$ cat config.mk
export PLATFORM = sky130hd
export DESIGN_NAME = instruction_memory_loader
export DESIGN_NICKNAME = d
export VERILOG_FILES = /design/src/rtl/instruction_memory_loader_pkg.sv /design/src/rtl/instruction_memory_loader_assembler.sv /design/src/rtl/instruction_memory_loader.sv
export SDC_FILE = /design/constraint.sdc
export NUM_CORES = 1
export LEC_CHECK = 0
export CORE_ASPECT_RATIO = 0.8
export CORE_MARGIN = 4
export CORE_UTILIZATION = 55
export CTS_CLUSTER_SIZE = 25
export DETAILED_ROUTE_END_ITERATION = 6
export PLACE_DENSITY = 0.81
export SLEW_MARGIN = 25
export SYNTH_ARGS = -nofsm -noshare
export SYNTH_HDL_FRONTEND = slang
export SYNTH_SLANG_ARGS = --single-unit
$ cat constraint.sdc
create_clock -name clk -period 6 [get_ports clk]
set_input_delay 1.2 -clock clk [delete_from_list [all_inputs] [get_ports clk]]
set_output_delay 1.2 -clock clk [all_outputs]
set_load 0.05 [all_outputs]
$ cat src/rtl/instruction_memory_loader_pkg.sv
// Shared definitions for the instruction memory loader: FSM state encoding
// and frame geometry (header, payload word and trailer sizes in bytes).
package instruction_memory_loader_pkg;

  typedef enum logic [2:0] {
    ST_IDLE,
    ST_LEN,
    ST_DATA,
    ST_CSUM,
    ST_DONE,
    ST_ERROR
  } state_t;

  localparam int BYTES_PER_WORD = 4;
  localparam int HEADER_BYTES   = 4;
  localparam int TRAILER_BYTES  = 4;

endpackage

$ cat src/rtl/instruction_memory_loader_assembler.sv
// Little-endian byte-to-word assembler: byte k of each group of four lands in
// bits [8k+7:8k]; word_complete pulses in the same cycle the fourth byte is accepted.
module byte_word_assembler
  import instruction_memory_loader_pkg::*;
(
  input  logic        clk,
  input  logic        reset,
  input  logic        clear,
  input  logic        strobe,
  input  logic [7:0]  byte_in,
  output logic [31:0] word,
  output logic        word_complete
);

  logic [1:0]  count;
  logic [23:0] shift;

  // The top byte comes straight from the input so the full word is usable on
  // the accepting edge, which keeps the RAM write one cycle behind the last byte.
  assign word_complete = strobe && (count == 2'(BYTES_PER_WORD - 1));
  assign word          = {byte_in, shift};

  always_ff @(posedge clk) begin
    if (reset || clear) begin
      count <= 2'd0;
      shift <= 24'd0;
    end else if (strobe) begin
      count <= count + 2'd1;
      shift <= {byte_in, shift[23:8]};
    end
  end

endmodule

$ cat src/rtl/instruction_memory_loader.sv
// Boot loader write side: parses LEN | payload words | CSUM frames from a byte
// stream, writes each word sequentially into instruction RAM and verifies the XOR trailer.
module instruction_memory_loader
  import instruction_memory_loader_pkg::*;
#(
  parameter logic [63:0] BASE_ADDRESS = 64'h0,
  parameter int          DEPTH_WORDS  = 1024
) (
  input  logic        clk,
  input  logic        reset,
  input  logic        start,
  input  logic [7:0]  byteIn,
  input  logic        byteValid,
  output logic        byteReady,
  output logic        memWriteEnable,
  output logic [63:0] memWriteAddress,
  output logic [31:0] memWriteData,
  output logic        busy,
  output logic        done,
  output logic        error
);

  state_t      state;
  logic [31:0] length;
  logic [31:0] word_count;
  logic [31:0] checksum;
  logic [31:0] word;
  logic        word_complete;
  logic        accept;
  logic        clear;

  assign accept = byteValid && byteReady;
  // busy is low exactly in IDLE/DONE/ERROR, so this is the only accepted start
  assign clear  = start && !busy;

  byte_word_assembler u_assembler (
    .clk          (clk),
    .reset        (reset),
    .clear        (clear),
    .strobe       (accept),
    .byte_in      (byteIn),
    .word         (word),
    .word_complete(word_complete)
  );

  always_ff @(posedge clk) begin
    if (reset) begin
      state           <= ST_IDLE;
      byteReady       <= 1'b0;
      memWriteEnable  <= 1'b0;
      memWriteAddress <= BASE_ADDRESS;
      memWriteData    <= 32'd0;
      busy            <= 1'b0;
      done            <= 1'b0;
      error           <= 1'b0;
      length          <= 32'd0;
      word_count      <= 32'd0;
      checksum        <= 32'd0;
    end else begin
      memWriteEnable <= 1'b0;
      case (state)
        ST_IDLE, ST_DONE, ST_ERROR: begin
          if (start) begin
            state      <= ST_LEN;
            byteReady  <= 1'b1;
            busy       <= 1'b1;
            done       <= 1'b0;
            error      <= 1'b0;
            length     <= 32'd0;
            word_count <= 32'd0;
            checksum   <= 32'd0;
          end
        end
        ST_LEN: begin
          if (word_complete) begin
            length <= word;
            if (word > 32'(DEPTH_WORDS)) begin
              state     <= ST_ERROR;
              error     <= 1'b1;
              busy      <= 1'b0;
              byteReady <= 1'b0;
            end else if (word == 32'd0) begin
              state <= ST_CSUM;
            end else begin
              state <= ST_DATA;
            end
          end
        end
        ST_DATA: begin
          if (word_complete) begin
            memWriteEnable  <= 1'b1;
            memWriteData    <= word;
            memWriteAddress <= BASE_ADDRESS + 64'({word_count, 2'b00});
            checksum        <= checksum ^ word;
            word_count      <= word_count + 32'd1;
            if (word_count == length - 32'd1) begin
              state <= ST_CSUM;
            end
          end
        end
        ST_CSUM: begin
          if (word_complete) begin
            busy      <= 1'b0;
            byteReady <= 1'b0;
            if (word == checksum) begin
              state <= ST_DONE;
              done  <= 1'b1;
            end else begin
              state <= ST_ERROR;
              error <= 1'b1;
            end
          end
        end
        default: begin
          state     <= ST_IDLE;
          byteReady <= 1'b0;
          busy      <= 1'b0;
        end
      endcase
    end
  end

endmodule

==> results of run 1 <==
==> critical path, cell delays in order <==
cell and delay, ps:
clkdlybuf4s50_1 480, and2_1 130, buf_4 310, a31oi_1 170
o21a_1 270, buf_4 230, nor2_4 440, buf_4 510
nand2_1 140, o21ai_0 170, and2_1 150
==> path summary, 6_finish.rpt <==
kind | startpoint | to | slack, ps | depth (start not counted)
worst max-delay path | byteValid | checksum[20] | 2160 | 11
worst min-delay path | memWriteData[8] | memWriteData[8] | 450 | 2
worst max register to register | length[0] | state[2] | 2290 | 10
worst min register to register | memWriteData[8] | memWriteData[8] | 450 | 2
==> synthesized netlist by cell type, types with 3 or more instances <==
cell / count
xnor2_1: 57
nor2b_1: 5
a211oi_1: 4
nand2b_1: 10
o21ai_0: 53
mux2i_1: 3
or4_1: 7
buf_6: 3
ha_1: 3
a31oi_1: 3
and3_1: 4
nor3_1: 17
nand3b_1: 4
nor2_1: 112
nand4_1: 17
or3_1: 12
and2_1: 16
buf_4: 34
nand3_1: 51
dfxtp_1: 193
buf_1: 8
inv_1: 17
o311ai_0: 3
clkbuf_1: 74
xor2_1: 38
a21oi_1: 152
o21ai_1: 7
nor4_1: 17
nand2_1: 236
==> state kept, by name (all words and copies together), names as in the netlist <==
register	flops
memWriteData	32
checksum	32
memWriteAddress	32
memWriteEnable	1
error	1
state	3
word_count	32
done	1
length	32
u_assembler.count	2
u_assembler.shift	24
busy	1
==> power by group <==
| group | internal [mW] | switching, mW | leakage (nW) |
|---|---|---|---|
| Clock | 0.764 | 0.493 | 0.313 |
| Combinational | 0.0411 | 0.164 | 1.76 |
| Sequential | 1.29 | 0.0111 | 1.55 |
| Total | 2.09 | 0.668 | 3.63 |
==> through the flow <==
step | total power [mW] | utilization, % | hold slack [ps]
2_1_floorplan | 1.494 | - | 440.0
4_1_cts | 2.767 | 65.40 | 456.7
6_report | 2.761 | 65.40 | 453.3
5_1_grt | 2.843 | 65.40 | 470.0
3_3_place_gp | 1.527 | 61.27 | 442.9
3_5_place_dp | 1.529 | 61.29 | 448.2
==> cells by family after synthesis <==
group	share of synthesized area, %
AO/OA/AOI/OAI	14.37
XOR/XNOR	9.075
adder cells (fa/ha/maj)	0.4094
buffers and inverters	7.314
flip-flops	42.14
multiplexers	0.4503
other	0.04090
AND/OR/NAND/NOR	26.20
==> layer usage <==
metal | share of wire [%] | vias up | global-route usage (%)
li1 | - | 4017 | -
met1 | 46 | 3856 | 33.17
met2 | 46 | 312 | 38.62
met3 | 7.5 | 29 | 4.864
met4 | 1.2 | 0 | 6.176
met5 | 0 | - | 0
==> cell type report <==
type                    count  area, um2
inverters                  17      63.81
clock inverters            12      203.9
fillers                  1380       5555
repair buffers             91      880.8
well taps                 215      269.0
multi-input cells         899       4763
flip-flops and latches    193       3864
clock buffers              20      456.7
==> out/summary.txt, run 1 <==
status: complete, but fails checks
violated checks: design-rule violations
Die Y: 123.5 um
Top FF cell, synth: dfxtp_1
gr ovfl total: 0
DP Wirelength: 15410 um
Post-Syn Area: 0.009169 mm2
most frequent cells in the layout: 235 x nand2_1, 193 x dfxtp_1, 152 x a21oi_1
peak supply drop: 0.1843 mV
Worst-Skew Late Latency: 430 ps
startpoint type of the worst setup path: input pin
Max clock buf depth: 2
clk sink count: 193
Leakage Power: 3.631 nW
Crit Path Max Fanout: 45
clock skew: 5.954 ps
Port Buffer Count: 80
Post-CTS Setup Bufs: 0
Iteration-0 DRC Markers: 672
largest net degree at the start of global routing: 73
final net count: 1234
register area share after synthesis: 42.14%
crit path kind: input pin to register
DRC errors left: 1
fin area: 0.01050 mm2
All-Layer GR Usage: 23.92%
Pre-antenna DRT Iters: 7
PwrDens: 263.0 mW/mm2
Max Slew Vio Count: 0
fin crit period: 3837 ps
top-area cell type share of the netlist area: 42.14%
core area: 0.01606 mm2
Diodes inserted: 0
Slew Limit Headroom: 42.63%
placed cell area: 0.009841 mm2
Gates resized, CTS repair: 0
final setup fails: 0
Syn-to-layout area delta: 14.53%
RSZ-0062 raised after global routing: no
die width: 152.4 um
largest area contributor in the netlist: dfxtp_1
Cell variety after synth: 62
fraction of registers with async set or reset after synthesis: 0%
site row count: 41
fmax: 0.2606 GHz
CTS Root Cell: clkbuf_16
Worst setup EP type: register
critical path arrival: 4210 ps
Top-Level Pins: 113
pre-CTS setup slack: 1754 ps
clk slew on worst S/H paths: 70 ps
vias per std cell: 5.677
final number of hold-violating endpoints: 0
Synth Register Bits: 193
final non-filler cell total: 1447
share of post-route cells with drive strength above 1: 4.464%
first-pass GRT wire length: 37410 um
CP required: 6370 ps
dominant cells by area after synthesis: dfxtp_1 42%, nand2_1 9.7%, a21oi_1 8.3%
final worst setup slack: 2163 ps
CTS tree: done
HP Class: register to register
period utilization: 63.95%
# H-tree levels: 4
total CTS buffers: 17
WL/cell: 15.65 um
Placed Cells: 1415
most common cell after layout, fill and taps aside: nand2_1
Avg Cell Area, Syn: 7.647 um2
DR vias: 8214
initial antenna violation count: 0
Final ANT Viol Nets: 0
Detailed Route WL: 22650 um
worst slew pin tran: 860.6 ps
die area: 0.01881 mm2
EDFF count, synth: 0
vias in the first global route: 7540
initial core utilization: 57.10%
Syn. warnings: 0
gpl congestion: 0.9014
max-cap viol count: 0
Mapped Cells: 1199
CTS Hold Buffers Added: 0
setup total negative slack: 0 ps
No activity file was read; power rests on OpenSTA's default activity.
==> inputs of run 2 (changes only) <==
Settings changed: CORE_UTILIZATION 55 to 51, PLACE_DENSITY 0.81 to 0.79.
Clock period 6 ns to 3.1 ns, I/O delays scaled along.
==> out/summary.txt, run 2 (synthesis gave the netlist of run 1 again) <==
first-pass GRT wire length: 38470 um (was 37410 um)
final number of hold-violating endpoints: 0 (unchanged)
hold path cells: 2 (unchanged)
initial core utilization: 52.44% (was 57.10%)
Worst setup EP type: register (unchanged)
die area: 0.02020 mm2 (was 0.01881 mm2)
Hold Startpoint: memWriteData[19] (was memWriteData[8])
number of fill cells in the layout: 1545 (was 1380)
most frequent cells in the layout: 236 x nand2_1, 192 x dfxtp_1, 152 x a21oi_1 (was 235 x nand2_1, 193 x dfxtp_1, 152 x a21oi_1)
startpoint type of the worst setup path: register (was input pin)
FF-to-FF path depth: 8 (was 10)
Syn-to-layout area delta: 17.33% (was 14.53%)
max-cap viol count: 0 (unchanged)
register area: 0.003865 mm2 (was 0.003864 mm2)
critical path arrival: 3290 ps (was 4210 ps)
gpl congestion: 0.9065 (was 0.9014)
Leakage Power: 3.775 nW (was 3.631 nW)
Seq pwr share: 48.1% (was 47.0%)
status: complete, no violations (was complete, but fails checks)
clock skew: 12.44 ps (was 5.954 ps)
clock share of power: 44.1% (was 45.5%)
Detailed Route WL: 23340 um (was 22650 um)
final setup fails: 0 (unchanged)
fin area: 0.01076 mm2 (was 0.01050 mm2)
Port Buffer Count: 80 (unchanged)
DP Wirelength: 16150 um (was 15410 um)
share of post-route cells with drive strength above 1: 6.825% (was 4.464%)
Placed Cells: 1450 (was 1415)
All-Layer GR Usage: 23.27% (was 23.92%)
fin crit period: 2966 ps
Pint: 3.971 mW (was 2.093 mW)
CTS tree: done (unchanged)
core area: 0.01749 mm2 (was 0.01606 mm2)
Pre-antenna DRT Iters: 5 (was 7)
vias per std cell: 5.549 (was 5.677)
RR Startpoint: length[7] (was length[0])
largest net degree at the start of global routing: 94 (was 73)
reg2reg setup slack: 130 ps (was 2290 ps)
final net count: 1263 (was 1234)
Multi-input gate area: 0.004792 mm2 (was 0.004763 mm2)
vias in the first global route: 7624 (was 7540)
Die Y: 127.9 um (was 123.5 um)
worst slew pin tran: 849.0 ps (was 860.6 ps)
fmax: 0.3372 GHz
Final Util: 61.52% (was 65.40%)
Hold EP: memWriteData[19] (was memWriteData[8])
clk sink count: 193 (unchanged)
Diodes inserted: 0 (unchanged)
final non-filler cell total: 1485 (was 1447)
setup total negative slack: 0 ps (unchanged)
Slew Limit Headroom: 43.40% (was 42.63%)
r2r endpoint: state[2] (unchanged)
clk slew on worst S/H paths: 70 ps (about the same)
initial antenna violation count: 0 (unchanged)
sw frac: 24.10% (was 24.19%)
combinational share of power: 7.8% (was 7.4%)
CP required: 3420 ps (was 6370 ps)
DR vias: 8240 (was 8214)
site row count: 43 (was 41)
Max Slew Vio Count: 0 (unchanged)
peak supply drop: 0.3580 mV (was 0.1843 mV)
Crit Path Max Fanout: 5 (was 45)
Top-Level Pins: 113 (unchanged)
Worst-Skew Late Latency: 430 ps (about the same)
Final ANT Viol Nets: 0 (unchanged)
total CTS buffers: 17 (unchanged)
crit path kind: register to register (was input pin to register)
CTS Hold Buffers Added: 0 (unchanged)
DRC errors left: 0 (was 1)
WL/cell: 15.72 um (was 15.65 um)
HP Class: register to register (unchanged)
die width: 157.9 um (was 152.4 um)
Max clock buf depth: 2 (unchanged)
Psw: 1.261 mW (was 0.6679 mW)
most common cell after layout, fill and taps aside: nand2_1 (unchanged)
gr ovfl total: 0 (unchanged)
period utilization: 95.67%
# H-tree levels: 4 (unchanged)
PwrDens: 486.4 mW/mm2 (was 263.0 mW/mm2)
placed cell area: 0.01008 mm2 (was 0.009841 mm2)
Iteration-0 DRC Markers: 802 (was 672)
CTS Root Cell: clkbuf_16 (unchanged)
RSZ-0062 raised after global routing: no (unchanged)
run 2: worst max-delay path: stages (launching register included):
cell,delay [ps]
dfxtp_2,340
or4_4,560
buf_4,180
nor4_4,340
nand3_1,140
or4_1,490
a2111oi_4,430
a21oi_2,140
a31o_1,230
run 2: per-layer routing:
layer / global-route usage, % / wire (um)
met2: 35.89 / 10610
met3: 3.982 / 1390
met4: 6.120 / 264
met1: 33.82 / 11080
met5: 0 / 0
run 2: what timing repair did:
item                                    in CTS  in global routing
endpoints found under the setup margin       1                  3
pin swaps                                    0                  8
gates resized for setup                      1                  5
hold endpoints to repair                     0                  0
buffers inserted                             0                  4
run 2: power by group through the flow:
stage | clock network [mW] | logic [mW] | registers [mW]
after floorplan | 0 | 0.316 | 2.57
after global placement | 0 | 0.401 | 2.57
after CTS | 2.35 | 0.405 | 2.51
after detailed placement | 0 | 0.402 | 2.57
final | 2.31 | 0.409 | 2.52
after global routing | 2.45 | 0.442 | 2.52
run 2: layout make-up:
type | instances | area share [%]
repair buffers | 120 | 10.56
clock inverters | 10 | 1.477
inverters | 17 | 0.5932
multi-input cells | 899 | 44.55
flip-flops and latches | 193 | 35.93
well taps | 225 | 2.617
clock buffers | 21 | 4.280
run 2: through the flow:
step	power (mW)	hold WS, ps	worst slack, ps
5_1_grt	5.412	477.5	1.836
6_report	5.232	453.0	134.1
2_1_floorplan	2.891	440.0	72.87
4_1_cts	5.265	454.8	27.79
3_3_place_gp	2.971	441.8	94.31
3_5_place_dp	2.973	445.8	6.510
run 2: worst max path at each step:
| stage | depth (start not counted) | to | slack (ps) | start |
|---|---|---|---|---|
| floorplan | 10 | state[2] | 70 | length[5] |
| global placement | 10 | state[2] | 90 | length[1] |
| detailed placement | 11 | state[2] | 7 | length[1] |
| CTS | 10 | state[2] | 30 | length[1] |
| global route | 11 | state[2] | 2 | length[1] |
| finish | 8 | state[2] | 130 | length[7] |
==> variant 1: new RTL, settings of run 2 <==
Encoding of `state_t`: now one-hot (6 bits for 6 states).
--- a/src/rtl/instruction_memory_loader_pkg.sv
+++ b/src/rtl/instruction_memory_loader_pkg.sv
@@ -2,13 +2,13 @@
 // and frame geometry (header, payload word and trailer sizes in bytes).
 package instruction_memory_loader_pkg;
 
-  typedef enum logic [2:0] {
-    ST_IDLE,
-    ST_LEN,
-    ST_DATA,
-    ST_CSUM,
-    ST_DONE,
-    ST_ERROR
+  typedef enum logic [5:0] {
+    ST_IDLE  = 6'b000001,
+    ST_LEN   = 6'b000010,
+    ST_DATA  = 6'b000100,
+    ST_CSUM  = 6'b001000,
+    ST_DONE  = 6'b010000,
+    ST_ERROR = 6'b100000
   } state_t;
 
   localparam int BYTES_PER_WORD = 4;
Formal check against the unedited RTL: no difference found for any inputs over 4 cycles, from zero or initial values and one cycle with reset high; so few cycles prove little.
==> variant 1 against run 2 <==
  * Clock skew rose by 0.00058 ns
  * Synthesized area rose by 2.1%
  * Routed wire length rose by 2.5%
  * Sequential share of layout area rose by 0.41 points
  * Utilization fell by 1.9 points
  * Setup slack improved by 0.026 ns
  * Cell area rose by 0.37%
  * Synthesized cell count rose by 0.50%
  * Sequential cell count rose by 3
  * Via count fell by 0.69%
  * Largest cell class unchanged
Power is not compared: it rests on default switching activity, and its combinational part moved more than twofold at a synthesized area within 25%.
==> variant 1: results (changes against run 2) <==
status:
  status: "finished, final reports clean"
timing:
  finClkSkew_ns: 0.0130  # +0.000580 ns
  worst_hold_slack_ns: 0.453  # -0.000260 ns
synth:
  synth_compound_area_frac: 0.118  # -0.0258
  seq_area_frac_synth: 0.419  # -0.00231
  yosys-top-cells-count: "nand2_1, dfxtp_1, a21oi_1"
  synthAdderAreaFrac: 0.00401  # -0.0000848
  synth.area.top_cells: "dfxtp_1, nand2_1, xor2_1"
placed_design:
  dp_hpwl_microns: 16600  # +2.7%
cells_and_area:
  multi_input_area_sq_um: 4960  # +3.5%
  buffer_area_frac: 0.0948  # -0.0108
  buffers: 110  # -8.3%
  clkbuf_count: 19  # -9.5%
  multi_input_comb_cells: 909  # +1.1%
  inverters: 10  # -7
  fin_nets: 1259  # -0.32%
clock_network:
  cts_sinks: 196  # +1.6%
min_path:
  hold_end: "memWriteAddress[17]$_SDFFE_PP0P_"
detailed_routing:
  drt_wl_total_microns: 23900  # +2.5%
  vias_per_cell: 5.50  # -0.83%
  wl_met3_microns: 1590  # +15%
critical_path:
  cp_slowest_stage_delay_ns: 0.61  # +0.05 ns
  crit_fanout: 6  # +1
  rrSetupSlack_ns: 0.16  # +0.03 ns
global_routing:
  grt_pass1_wl_microns: 38800  # +0.81%
  grt_max_degree: 66  # -30%
  grt_usage: 0.230  # -0.00261
variant 1: how the worst max path moves through the flow:
stage                       endpoint  cells after the start
6_report       state[2]$_SDFFE_PP0P_                      8
5_1_grt        state[2]$_SDFFE_PP0P_                      8
4_1_cts        state[2]$_SDFFE_PP0P_                      8
3_5_place_dp      error$_SDFFE_PP0P_                      9
3_3_place_gp      error$_SDFFE_PP0P_                      9
2_1_floorplan  state[2]$_SDFFE_PP0P_                     11
variant 1: through the flow:
| stage | std cells | power (W) | worst slack (ns) | cell area (sq um) | utilization |
|---|---|---|---|---|---|
| 6_report | 1487 | 0.00579 | 0.160 | 10800 | 0.596 |
| 5_1_grt | 1487 | 0.00602 | 0.00227 | 10800 | 0.596 |
| 4_1_cts | 1487 | 0.00581 | 0.171 | 10800 | 0.595 |
| 3_5_place_dp | 1455 | 0.00371 | 0.116 | 10200 | 0.564 |
| 3_3_place_gp | 1455 | 0.00370 | 0.156 | 10200 | 0.564 |
| 2_1_floorplan | 1236 | 0.00347 | 0.293 | 9480 | - |
variant 1: power by group through the flow:
| stage | Sequential [W] | Clock (W) | Combinational, W |
|---|---|---|---|
| CTS | 0.00267 | 0.00216 | 0.000984 |
| detailed placement | 0.00273 | 0 | 0.000980 |
| floorplan | 0.00270 | 0 | 0.000769 |
| finish | 0.00267 | 0.00212 | 0.000997 |
| global placement | 0.00273 | 0 | 0.000969 |
| global route | 0.00268 | 0.00226 | 0.00108 |
variant 1: timing repair:
action | CTS | global route
resized for setup | 0 | 4
hold buffers | 0 | 0
endpoints found under the setup margin | 0 | 2
buffers inserted | 0 | 0
variant 1: metal layers:
layer | up-vias | GRT usage
li1 | 4042 | -
met1 | 3815 | 0.320
met2 | 298 | 0.365
met3 | 28 | 0.0483
met4 | 0 | 0.0673
met5 | - | 0
==> variant 2: new RTL, flow settings as in run 2 <==
Without the edit above. `DEPTH_WORDS`: 1024 -> 768.
--- a/src/rtl/instruction_memory_loader.sv
+++ b/src/rtl/instruction_memory_loader.sv
@@ -4,7 +4,7 @@
   import instruction_memory_loader_pkg::*;
 #(
   parameter logic [63:0] BASE_ADDRESS = 64'h0,
-  parameter int          DEPTH_WORDS  = 1024
+  parameter int          DEPTH_WORDS  = 768
 ) (
   input  logic        clk,
   input  logic        reset,
Function: changed (Yosys sat finds a counterexample within 10 cycles, from zero or initial values and one cycle with reset high).
==> variant 2 against run 2 <==
  * Sequential share of layout area down 0.27 points
  * Setup slack better by 0.029 ns
  * Die area up 1.4%
  * Routed wire length up 3.9%
  * Combinational power up 35%
  * Utilization down 0.12 points
  * Cell area up 0.73%
  * Maximum frequency up 0.99%
  * Non-clock buffer count unchanged
  * Synthesized area up 1.5%
  * Total power up 2.5%
  * Hold slack worse by 0.00055 ns
  * Sequential cell count unchanged
  * Critical endpoint is now state[0]$_SDFFE_PP0P_
==> variant 2: results (changes against run 2) <==
global_routing:
  grt_pass1_vias: 7729  # +1.4%
  grt_max_degree: 67  # -29%
  grt_usage: 0.234  # +0.000932
  antenna_found_initial: 0  # unchanged
  grt_pass1_wl_microns: 39500  # +2.7%
pwr:
  ir_worst_vdd_mv: 0.378  # +5.7%
  leakage_nw: 4.08  # +8.0%
timing:
  finClkSkew_ns: 0.00615  # -0.00629 ns
  tightest_slew_ns: 0.897  # +0.0484 ns
placed_design:
  placedCellCount: 1443  # -0.48%
  dp_hpwl_microns: 16500  # +2.4%
  gp_congestion: 0.874  # -3.6%
detailed_routing:
  drt_wl_total_microns: 24200  # +3.9%
  vias: 8382  # +1.7%
  vias_per_cell: 5.68  # +2.4%
  dr.pass1.iters: 6  # +1
  drt_iter0_markers: 657  # -18%
critical_path:
  critPathArrivalTime_ns: 3.26  # -0.03 ns
  cp_slowest_stage_delay_ns: 0.58  # +0.02 ns
  slowest_stage: "or4_2"
synth:
  yosys-top-cells-count: "nand2_1, dfxtp_1, nor2_1"
  seq_area_frac_synth: 0.415  # -0.00623
  syn_area_per_cell_sq_um: 7.84  # +2.5%
  yosysUniqueCellTypes: 72  # +16%
  synth.area.top_cells: "dfxtp_1, nand2_1, a21oi_1"
status:
  status: "finished, final reports clean"
clock_network:
  postCtsResizedCells: 0  # -1
  clkLatencyLatePin_ns: 0.43  # about the same
  path_clk_slew_ns: 0.07  # about the same
min_path:
  worstHoldPathType: "flip-flop to flip-flop"
cells_and_area:
  fin_nets: 1252  # -0.87%
  drive_above_1_share: 0.0808  # +0.0125
  n_fill_cell: 1549  # +0.26%
[variant 2: cells by family after synthesis]
group / share of synthesized area
compound gates: 0.159
xor+xnor: 0.0838
fa+ha+maj: 0.00403
buf+inv: 0.0710
flops: 0.415
mux: 0.00215
other cells: 0.000403
simple gates: 0.264
[variant 2: area by class of cell]
class	instances	area, sq um	share of cell area
sequential	193	3860	0.357
inverter	11	41.3	0.00381
timing repair buffer	120	1120	0.104
clock inverter	13	156	0.0144
tap	225	282	0.0260
multi-input combinational	894	4920	0.454
clock buffer	19	453	0.0418
[variant 2: per-layer routing]
layer,GRT usage,up-vias,wire [microns]
met5,0,-,0
met4,0.0704,0,440
met3,0.0576,36,1910
met2,0.361,306,10800
met1,0.327,3963,11100
li1,-,4077,-
[variant 2: power by group]
part           internal [W]  total (W)  switching, W
sequential          0.00250    0.00253     0.0000346
clock               0.00131    0.00228      0.000967
combinational      0.000133   0.000553      0.000420
total               0.00394    0.00537       0.00142
[variant 2: final timing paths]
path / start / to / slack, ns / cells past startpoint
min: memWriteAddress[5]$_SDFFE_PP0P_ / memWriteAddress[5]$_SDFFE_PP0P_ / 0.45 / 2
max: length[1]$_SDFFE_PP0P_ / state[0]$_SDFFE_PP0P_ / 0.16 / 10
max reg2reg: length[1]$_SDFFE_PP0P_ / state[0]$_SDFFE_PP0P_ / 0.16 / 10
min reg2reg: memWriteAddress[5]$_SDFFE_PP0P_ / memWriteAddress[5]$_SDFFE_PP0P_ / 0.45 / 2
[variant 2: per-stage QoR]
step | cell area (sq um) | util | worst slack (ns)
after detailed placement | 10200 | 0.579 | 0.0187
final | 10800 | 0.614 | 0.163
after global placement | 10200 | 0.579 | 0.0969
after floorplan | 9420 | - | 0.315
after CTS | 10800 | 0.614 | 0.115
after global routing | 10800 | 0.614 | 0.0319
[variant 2: worst reg2reg max path: stages, from the launching register on]
cell     delay (ns)
dfxtp_1        0.37
inv_1          0.08
ha_1           0.15
or4b_1         0.52
or4_2          0.58
xnor2_1        0.15
nor4_1         0.26
nand4_1        0.15
nor4_2         0.29
a21oi_1        0.14
mux2i_1        0.16
